--- src/rtl/uart_tx_pkg.sv ---
// Shared UART definitions: word width, transmitter state encoding, bit-timing helper.
package uart_tx_pkg;

    localparam int DATA_BITS = 8;

    typedef enum logic [1:0] {
        IDLE,
        START,
        DATA,
        STOP
    } tx_state_t;

    // Clock cycles per line bit; integer division truncates toward zero.
    function automatic int clks_per_bit(input int clk_freq, input int baud);
        return clk_freq / baud;
    endfunction

endpackage

--- src/rtl/uart_tx_if.sv ---
// Producer-side word handshake into the UART transmitter FIFO.
interface uart_tx_if;
    import uart_tx_pkg::*;

    logic [DATA_BITS-1:0] i_data_tx;
    logic                 i_valid_tx;
    logic                 o_ready_tx;

    modport master (output i_data_tx, output i_valid_tx, input  o_ready_tx);
    modport slave  (input  i_data_tx, input  i_valid_tx, output o_ready_tx);

endinterface

--- src/rtl/uart_tx_sync_fifo.sv ---
// Single-clock FIFO with registered full/empty flags and wrap-bit pointers.
module sync_fifo #(
    parameter int WIDTH = 8,
    parameter int DEPTH = 4
) (
    input  logic             i_clk,
    input  logic             i_rst_n,
    input  logic             wr_en,
    input  logic [WIDTH-1:0] wr_data,
    output logic             full,
    input  logic             rd_en,
    output logic [WIDTH-1:0] rd_data,
    output logic             empty
);

    localparam int            AW      = $clog2(DEPTH);
    localparam logic [AW:0]   PTR_ONE = (AW+1)'(1);

    logic [WIDTH-1:0] mem [DEPTH];
    logic [AW:0]      wr_ptr, rd_ptr;
    logic [AW:0]      wr_ptr_next, rd_ptr_next;
    logic             push, pop;

    assign push    = wr_en && !full;
    assign pop     = rd_en && !empty;
    assign rd_data = mem[rd_ptr[AW-1:0]];

    // Next pointer values, used both for the pointer registers and the flag lookahead.
    // NOTE: every always_comb output gets a default first so no latch can be inferred.
    always_comb begin
        wr_ptr_next = wr_ptr;
        rd_ptr_next = rd_ptr;
        if (push) wr_ptr_next = wr_ptr + PTR_ONE;
        if (pop)  rd_ptr_next = rd_ptr + PTR_ONE;
    end

    // Pointers and flags; full when only the wrap bits differ, empty when pointers match.
    // NOTE: sequential state uses non-blocking assignments so all registers update together.
    always_ff @(posedge i_clk or negedge i_rst_n) begin
        if (!i_rst_n) begin
            wr_ptr <= '0;
            rd_ptr <= '0;
            full   <= 1'b0;
            empty  <= 1'b1;
        end else begin
            wr_ptr <= wr_ptr_next;
            rd_ptr <= rd_ptr_next;
            full   <= (wr_ptr_next[AW] != rd_ptr_next[AW]) &&
                      (wr_ptr_next[AW-1:0] == rd_ptr_next[AW-1:0]);
            empty  <= (wr_ptr_next == rd_ptr_next);
        end
    end

    // Storage write port.
    // NOTE: storage is not reset; the pointers alone define which entries are valid.
    always_ff @(posedge i_clk) begin
        if (push) mem[wr_ptr[AW-1:0]] <= wr_data;
    end

endmodule

--- src/rtl/uart_tx.sv ---
// UART transmitter: input FIFO feeding a start/data/stop serialiser on an idle-high line.
module uart_tx
    import uart_tx_pkg::*;
#(
    parameter int CLK_FREQ   = 50_000_000,
    parameter int BAUD       = 115200,
    parameter int STOP_BITS  = 1,
    parameter int FIFO_DEPTH = 4
) (
    input  logic      i_clk,
    input  logic      i_rst_n,
    uart_tx_if.slave  bus,
    input  logic      i_enb_tx,
    output logic      o_data_tx,
    output logic      o_busy_tx
);

    localparam int                 CPB       = clks_per_bit(CLK_FREQ, BAUD);
    localparam int                 BAUD_W    = $clog2(CPB + 1);
    localparam int                 IDX_W     = $clog2(DATA_BITS);
    localparam logic [BAUD_W-1:0]  BAUD_LAST = BAUD_W'(CPB - 1);
    localparam logic [BAUD_W-1:0]  BAUD_ONE  = BAUD_W'(1);
    localparam logic [IDX_W-1:0]   DATA_LAST = IDX_W'(DATA_BITS - 1);
    localparam logic [IDX_W-1:0]   STOP_LAST = IDX_W'(STOP_BITS - 1);
    localparam logic [IDX_W-1:0]   IDX_ONE   = IDX_W'(1);

    tx_state_t            state;
    logic [BAUD_W-1:0]    baud_cnt;
    logic [IDX_W-1:0]     bit_idx;
    logic [DATA_BITS-1:0] shift;
    logic [DATA_BITS-1:0] fifo_rd_data;
    logic                 fifo_full, fifo_empty;
    logic                 bit_done, stop_done, pop;

    sync_fifo #(
        .WIDTH (DATA_BITS),
        .DEPTH (FIFO_DEPTH)
    ) u_fifo (
        .i_clk   (i_clk),
        .i_rst_n (i_rst_n),
        .wr_en   (bus.i_valid_tx),
        .wr_data (bus.i_data_tx),
        .full    (fifo_full),
        .rd_en   (pop),
        .rd_data (fifo_rd_data),
        .empty   (fifo_empty)
    );

    assign bus.o_ready_tx = !fifo_full;

    // A new frame may only start from IDLE or at the very end of the last stop bit.
    assign bit_done  = (baud_cnt == BAUD_LAST);
    assign stop_done = (state == STOP) && bit_done && (bit_idx == STOP_LAST);
    assign pop       = !fifo_empty && i_enb_tx && ((state == IDLE) || stop_done);

    // Frame sequencer with registered line and busy outputs.
    always_ff @(posedge i_clk or negedge i_rst_n) begin
        if (!i_rst_n) begin
            state     <= IDLE;
            baud_cnt  <= '0;
            bit_idx   <= '0;
            shift     <= '0;
            o_data_tx <= 1'b1;
            o_busy_tx <= 1'b0;
        end else begin
            case (state)
                IDLE: begin
                    if (pop) begin
                        state     <= START;
                        shift     <= fifo_rd_data;
                        baud_cnt  <= '0;
                        bit_idx   <= '0;
                        o_data_tx <= 1'b0;
                        o_busy_tx <= 1'b1;
                    end
                end
                START: begin
                    if (bit_done) begin
                        state     <= DATA;
                        baud_cnt  <= '0;
                        bit_idx   <= '0;
                        o_data_tx <= shift[0];
                    end else begin
                        baud_cnt <= baud_cnt + BAUD_ONE;
                    end
                end
                DATA: begin
                    if (bit_done) begin
                        baud_cnt <= '0;
                        shift    <= shift >> 1;
                        if (bit_idx == DATA_LAST) begin
                            state     <= STOP;
                            bit_idx   <= '0;
                            o_data_tx <= 1'b1;
                        end else begin
                            bit_idx   <= bit_idx + IDX_ONE;
                            o_data_tx <= shift[1];
                        end
                    end else begin
                        baud_cnt <= baud_cnt + BAUD_ONE;
                    end
                end
                STOP: begin
                    if (bit_done) begin
                        baud_cnt <= '0;
                        if (bit_idx == STOP_LAST) begin
                            bit_idx <= '0;
                            if (pop) begin
                                // Back-to-back frame: no idle gap, busy stays high.
                                state     <= START;
                                shift     <= fifo_rd_data;
                                o_data_tx <= 1'b0;
                            end else begin
                                state     <= IDLE;
                                o_busy_tx <= 1'b0;
                            end
                        end else begin
                            bit_idx <= bit_idx + IDX_ONE;
                        end
                    end else begin
                        baud_cnt <= baud_cnt + BAUD_ONE;
                    end
                end
                default: begin
                    state     <= IDLE;
                    o_data_tx <= 1'b1;
                    o_busy_tx <= 1'b0;
                end
            endcase
        end
    end

endmodule

--- src/flat_wrapper.sv ---
// flat-port wrapper written by rule: the top's interface ports become plain ports
module uart_tx_flat import uart_tx_pkg::*;
#(
    parameter int CLK_FREQ   = 50_000_000,
    parameter int BAUD       = 115200,
    parameter int STOP_BITS  = 1,
    parameter int FIFO_DEPTH = 4
)
  (i_clk, i_rst_n, i_enb_tx, o_data_tx, o_busy_tx, bus_i_data_tx, bus_i_valid_tx, bus_o_ready_tx);
  uart_tx_if bus_i ();
  input  logic i_clk;
  input  logic i_rst_n;
  input  logic i_enb_tx;
  output logic o_data_tx;
  output logic o_busy_tx;
  input wire logic [$bits(bus_i.i_data_tx)-1:0] bus_i_data_tx;
  input wire logic [$bits(bus_i.i_valid_tx)-1:0] bus_i_valid_tx;
  output wire logic [$bits(bus_i.o_ready_tx)-1:0] bus_o_ready_tx;
  assign bus_i.i_data_tx = bus_i_data_tx;
  assign bus_i.i_valid_tx = bus_i_valid_tx;
  assign bus_o_ready_tx = bus_i.o_ready_tx;
  uart_tx #(.CLK_FREQ(CLK_FREQ), .BAUD(BAUD), .STOP_BITS(STOP_BITS), .FIFO_DEPTH(FIFO_DEPTH)) u_core (.i_clk(i_clk), .i_rst_n(i_rst_n), .bus(bus_i), .i_enb_tx(i_enb_tx), .o_data_tx(o_data_tx), .o_busy_tx(o_busy_tx));
endmodule
--- config.mk ---
export PLATFORM = sky130hd
export DESIGN_NAME = uart_tx_flat
export DESIGN_NICKNAME = d
export VERILOG_FILES = /design/src/rtl/uart_tx_pkg.sv /design/src/rtl/uart_tx_if.sv /design/src/rtl/uart_tx_sync_fifo.sv /design/src/rtl/uart_tx.sv /design/src/flat_wrapper.sv
export SDC_FILE = /design/constraint.sdc
export NUM_CORES = 1
export LEC_CHECK = 0
export ABC_CLOCK_PERIOD_IN_PS = 2700
export CORE_MARGIN = 3
export CORE_UTILIZATION = 55
export CTS_BUF_LIST = sky130_fd_sc_hd__clkbuf_8
export CTS_CLUSTER_SIZE = 12
export DETAILED_ROUTE_END_ITERATION = 6
export PLACE_DENSITY = 0.82
export SLEW_MARGIN = 25
export SYNTH_ARGS = -nofsm -noshare
export SYNTH_HDL_FRONTEND = slang
export SYNTH_HIERARCHICAL = 1
export SYNTH_SLANG_ARGS = --single-unit
export TNS_END_PERCENT = 30
--- constraint.sdc ---
create_clock -name i_clk -period 2.7 [get_ports i_clk]
set_input_delay 0.675 -clock i_clk [delete_from_list [all_inputs] [get_ports i_clk]]
set_output_delay 0.675 -clock i_clk [all_outputs]
set_load 0.01 [all_outputs]
==> flow_summary.ini <==
[run_status]
outcome = completed

[route]
finalWirelength_um = 5550
drt_iter0_drc = 156
dr.pass1.iters = 4
drc_errors = 0
via_count = 1892
wire_per_inst_um = 16.9
avgViaCountPerCell = 5.75
antenna_left = 0

[floorplanning]
die_w_um = 81.3
core_area_um2 = 5300
fp-row-count = 26
die_h_um = 81.3
initial_core_util_pct = 58.8
dieArea_um2 = 6610
io_pins = 15

[setup_path]
rr_worst_depth = 8
reg2reg_slack_ns = 0.19
endpoint = u_core/u_fifo/full
worstSetupEndpointType = flip-flop
worstSetupStartpoint = u_core/baud_cnt[3]
critPathKind = reg -> reg
r2r_start = u_core/baud_cnt[3]
arrival_ns = 2.73
required_ns = 2.92
critPathLaunchType = flip-flop
critPathMaxFanout = 10
regToRegEndpoint = u_core/u_fifo/full

[min_path]
min_path_type = reg -> reg
min_path_cells = 2

[logic_synthesis]
yosysWarnings = 6
synth.most_common_cell = edfxtp_1
synth_commonest_cells = 32 x edfxtp_1, 30 x dfrtp_1, 17 x inv_1
yosys-top-cells-area = edfxtp_1 31%, dfrtp_1 24%, ha_1 6.0%
synth_cells = 231
synth_nets = 258
syn_avg_cell_area_um2 = 13.5
synth_area_um2 = 3120
synthFlopType = edfxtp_1
yosys_register_bits = 64
post-synth-top-area-cell = edfxtp_1
synth.top_cell.area_share_pct = 30.8
yosysSeqAreaShare_pct = 56.6
async_flop_share_pct = 50.0
synth.distinct_cells = 56
synth-edff-count = 32

[clock_tree]
clk_path_buf_depth = 2
numClockSinks = 64
ctsResizeCount = 0
postCtsSetupBuffers = 0
postCtsHoldBufs = 0
cts_root_buf = clkbuf_8
clk_pin_slew_ns = 0.07
cts_buffers = 9
tritoncts = built
htreeDepth = 3
clk_latency_ns = 0.34

[sta]
finalSetupTns_ns = 0
drv_slew = 0
hold_violations = 0
fin_skew_ns = 0.00916
setup_viol = 0
max_freq_mhz = 398
relSlewSlack_pct = 58.7
post-route-period-util_pct = 93.0
grt_setup_unrepaired = false
layout_min_cycle_time_ns = 2.51
worst_pin_slew_ns = 0.620

[placement]
io_buffers = 14
place.gp.congestion = 0.840
dpl_cell_area_um2 = 3340
dp_hpwl_um = 3840

[layout]
fin_area_um2 = 3550
insertedDiodeCount = 0
drive_gt1_share_pct = 17.0
nets = 281
area_delta_synth_final_pct = 13.8

[grt]
grt_antenna_before_repair = 0
grt_overflow_total = 0
grt_pass1_wl_um = 9190
grt_pass1_vias = 1856
grt_max_degree = 33
use_met3_pct = 4.43
grt_use_met2_pct = 30.0
use_met1_pct = 25.5
grt_usage_pct = 19.3
grt-busiest-layer = met2

[power]
cellPowerDensity_nw_per_um2 = 675
power.leakage_nw = 1.42
vdd_drop_max_mv = 0.662

[run]
maxCapViolCount = 0
==> worst min-delay path by stage <==
stage / slack, ns / endpoint / start
5_1_grt: 0.53 / u_core/u_fifo/rd_ptr[2] / u_core/u_fifo/rd_ptr[2]
6_report: 0.51 / u_core/u_fifo/rd_ptr[2] / u_core/u_fifo/rd_ptr[2]
4_1_cts: 0.52 / u_core/u_fifo/rd_ptr[2] / u_core/u_fifo/rd_ptr[2]
2_1_floorplan: 0.38 / u_core/baud_cnt[0] / i_rst_n
3_3_place_gp: 0.50 / u_core/bit_idx[0] / u_core/bit_idx[0]
3_5_place_dp: 0.50 / u_core/u_fifo/rd_ptr[2] / u_core/u_fifo/rd_ptr[2]
==> power by group <==
part / switching (mW) / internal [mW]
combinational: 0.173 / 0.136
sequential: 0.0503 / 1.16
clock: 0.364 / 0.513
total: 0.586 / 1.81
==> final cells by class <==
type	instances	area (µm²)
clock buffer	9	124
clock inverter	7	88.8
fill	374	1750
inverter	17	63.8
multi-input combinational	143	1240
sequential	64	1760
tap	70	87.6
timing repair buffer	19	178
==> placed cells by master, fill, tap and decap left out, types with 2 or more instances in the layout <==
cell / Yosys / routed
a22oi_1: 7 / 7
nand3_1: 5 / 5
o21ai_0: 7 / 7
xor2_1: 5 / 5
and3_1: 3 / 3
nand2_1: 12 / 12
o22ai_1: 2 / 2
a32oi_1: 6 / 6
nor3_1: 2 / 2
a211oi_1: 3 / 3
clkdlybuf4s50_1: 0 / 14
and2_1: 5 / 5
mux2_4: 2 / 2
buf_4: 2 / 5
mux4_2: 8 / 8
edfxtp_1: 32 / 32
nand2b_1: 2 / 2
inv_1: 17 / 18
dfrtp_1: 30 / 30
xnor2_1: 7 / 7
clkbuf_8: 0 / 9
nand3b_1: 2 / 2
bufinv_16: 0 / 2
ha_1: 15 / 15
a21oi_1: 3 / 3
dfstp_2: 2 / 2
nor2_1: 12 / 12
nor4_1: 2 / 2
o21ai_1: 7 / 7
==> critical path, cell delays in order (launching register included) <==
cell,delay [ns]
dfrtp_1,0.43
or4b_4,0.59
nor4_4,0.36
o21ai_4,0.15
inv_1,0.19
nand2b_4,0.08
mux2_4,0.31
xor2_1,0.21
nor3_1,0.07
==> metrics by stage <==
stage | cells | total power, mW | setup WS (ns) | utilization, % | hold WS [ns]
floorplan | 231 | 1.43 | 0.386 | - | 0.379
global placement | 313 | 1.52 | 0.197 | 62.9 | 0.495
detailed placement | 313 | 1.54 | 0.119 | 62.9 | 0.499
CTS | 329 | 2.42 | 0.199 | 66.9 | 0.519
global route | 329 | 2.51 | 0.0566 | 66.9 | 0.532
finish | 329 | 2.40 | 0.190 | 66.9 | 0.515
==> metal layers <==
metal,part of all wire [%],vias up
li1,-,901
met1,45,941
met2,49,42
met3,3.8,8
met4,1.7,0
met5,0,-
==> state kept, by name, indices dropped and copies added (netlist names) <==
signal and cells:
u_core/baud_cnt 9, u_core/bit_idx 3, u_core/o_busy_tx 1, u_core/o_data_tx 1
u_core/shift 8, u_core/state 2, u_core/u_fifo/empty 1, u_core/u_fifo/full 1
u_core/u_fifo/mem 32, u_core/u_fifo/rd_ptr 3, u_core/u_fifo/wr_ptr 3
==> cell families after synthesis <==
family                     synth area share [%]
DFF                                        56.6
and+or+nand+nor                            10.6
AOI/OAI and AO/OA                          11.9
buffers and inverters                      3.57
adders and majority gates                  6.02
xor gates and xnor gates                   3.89
muxes                                      7.42
Power figures use the tool's default switching activity.
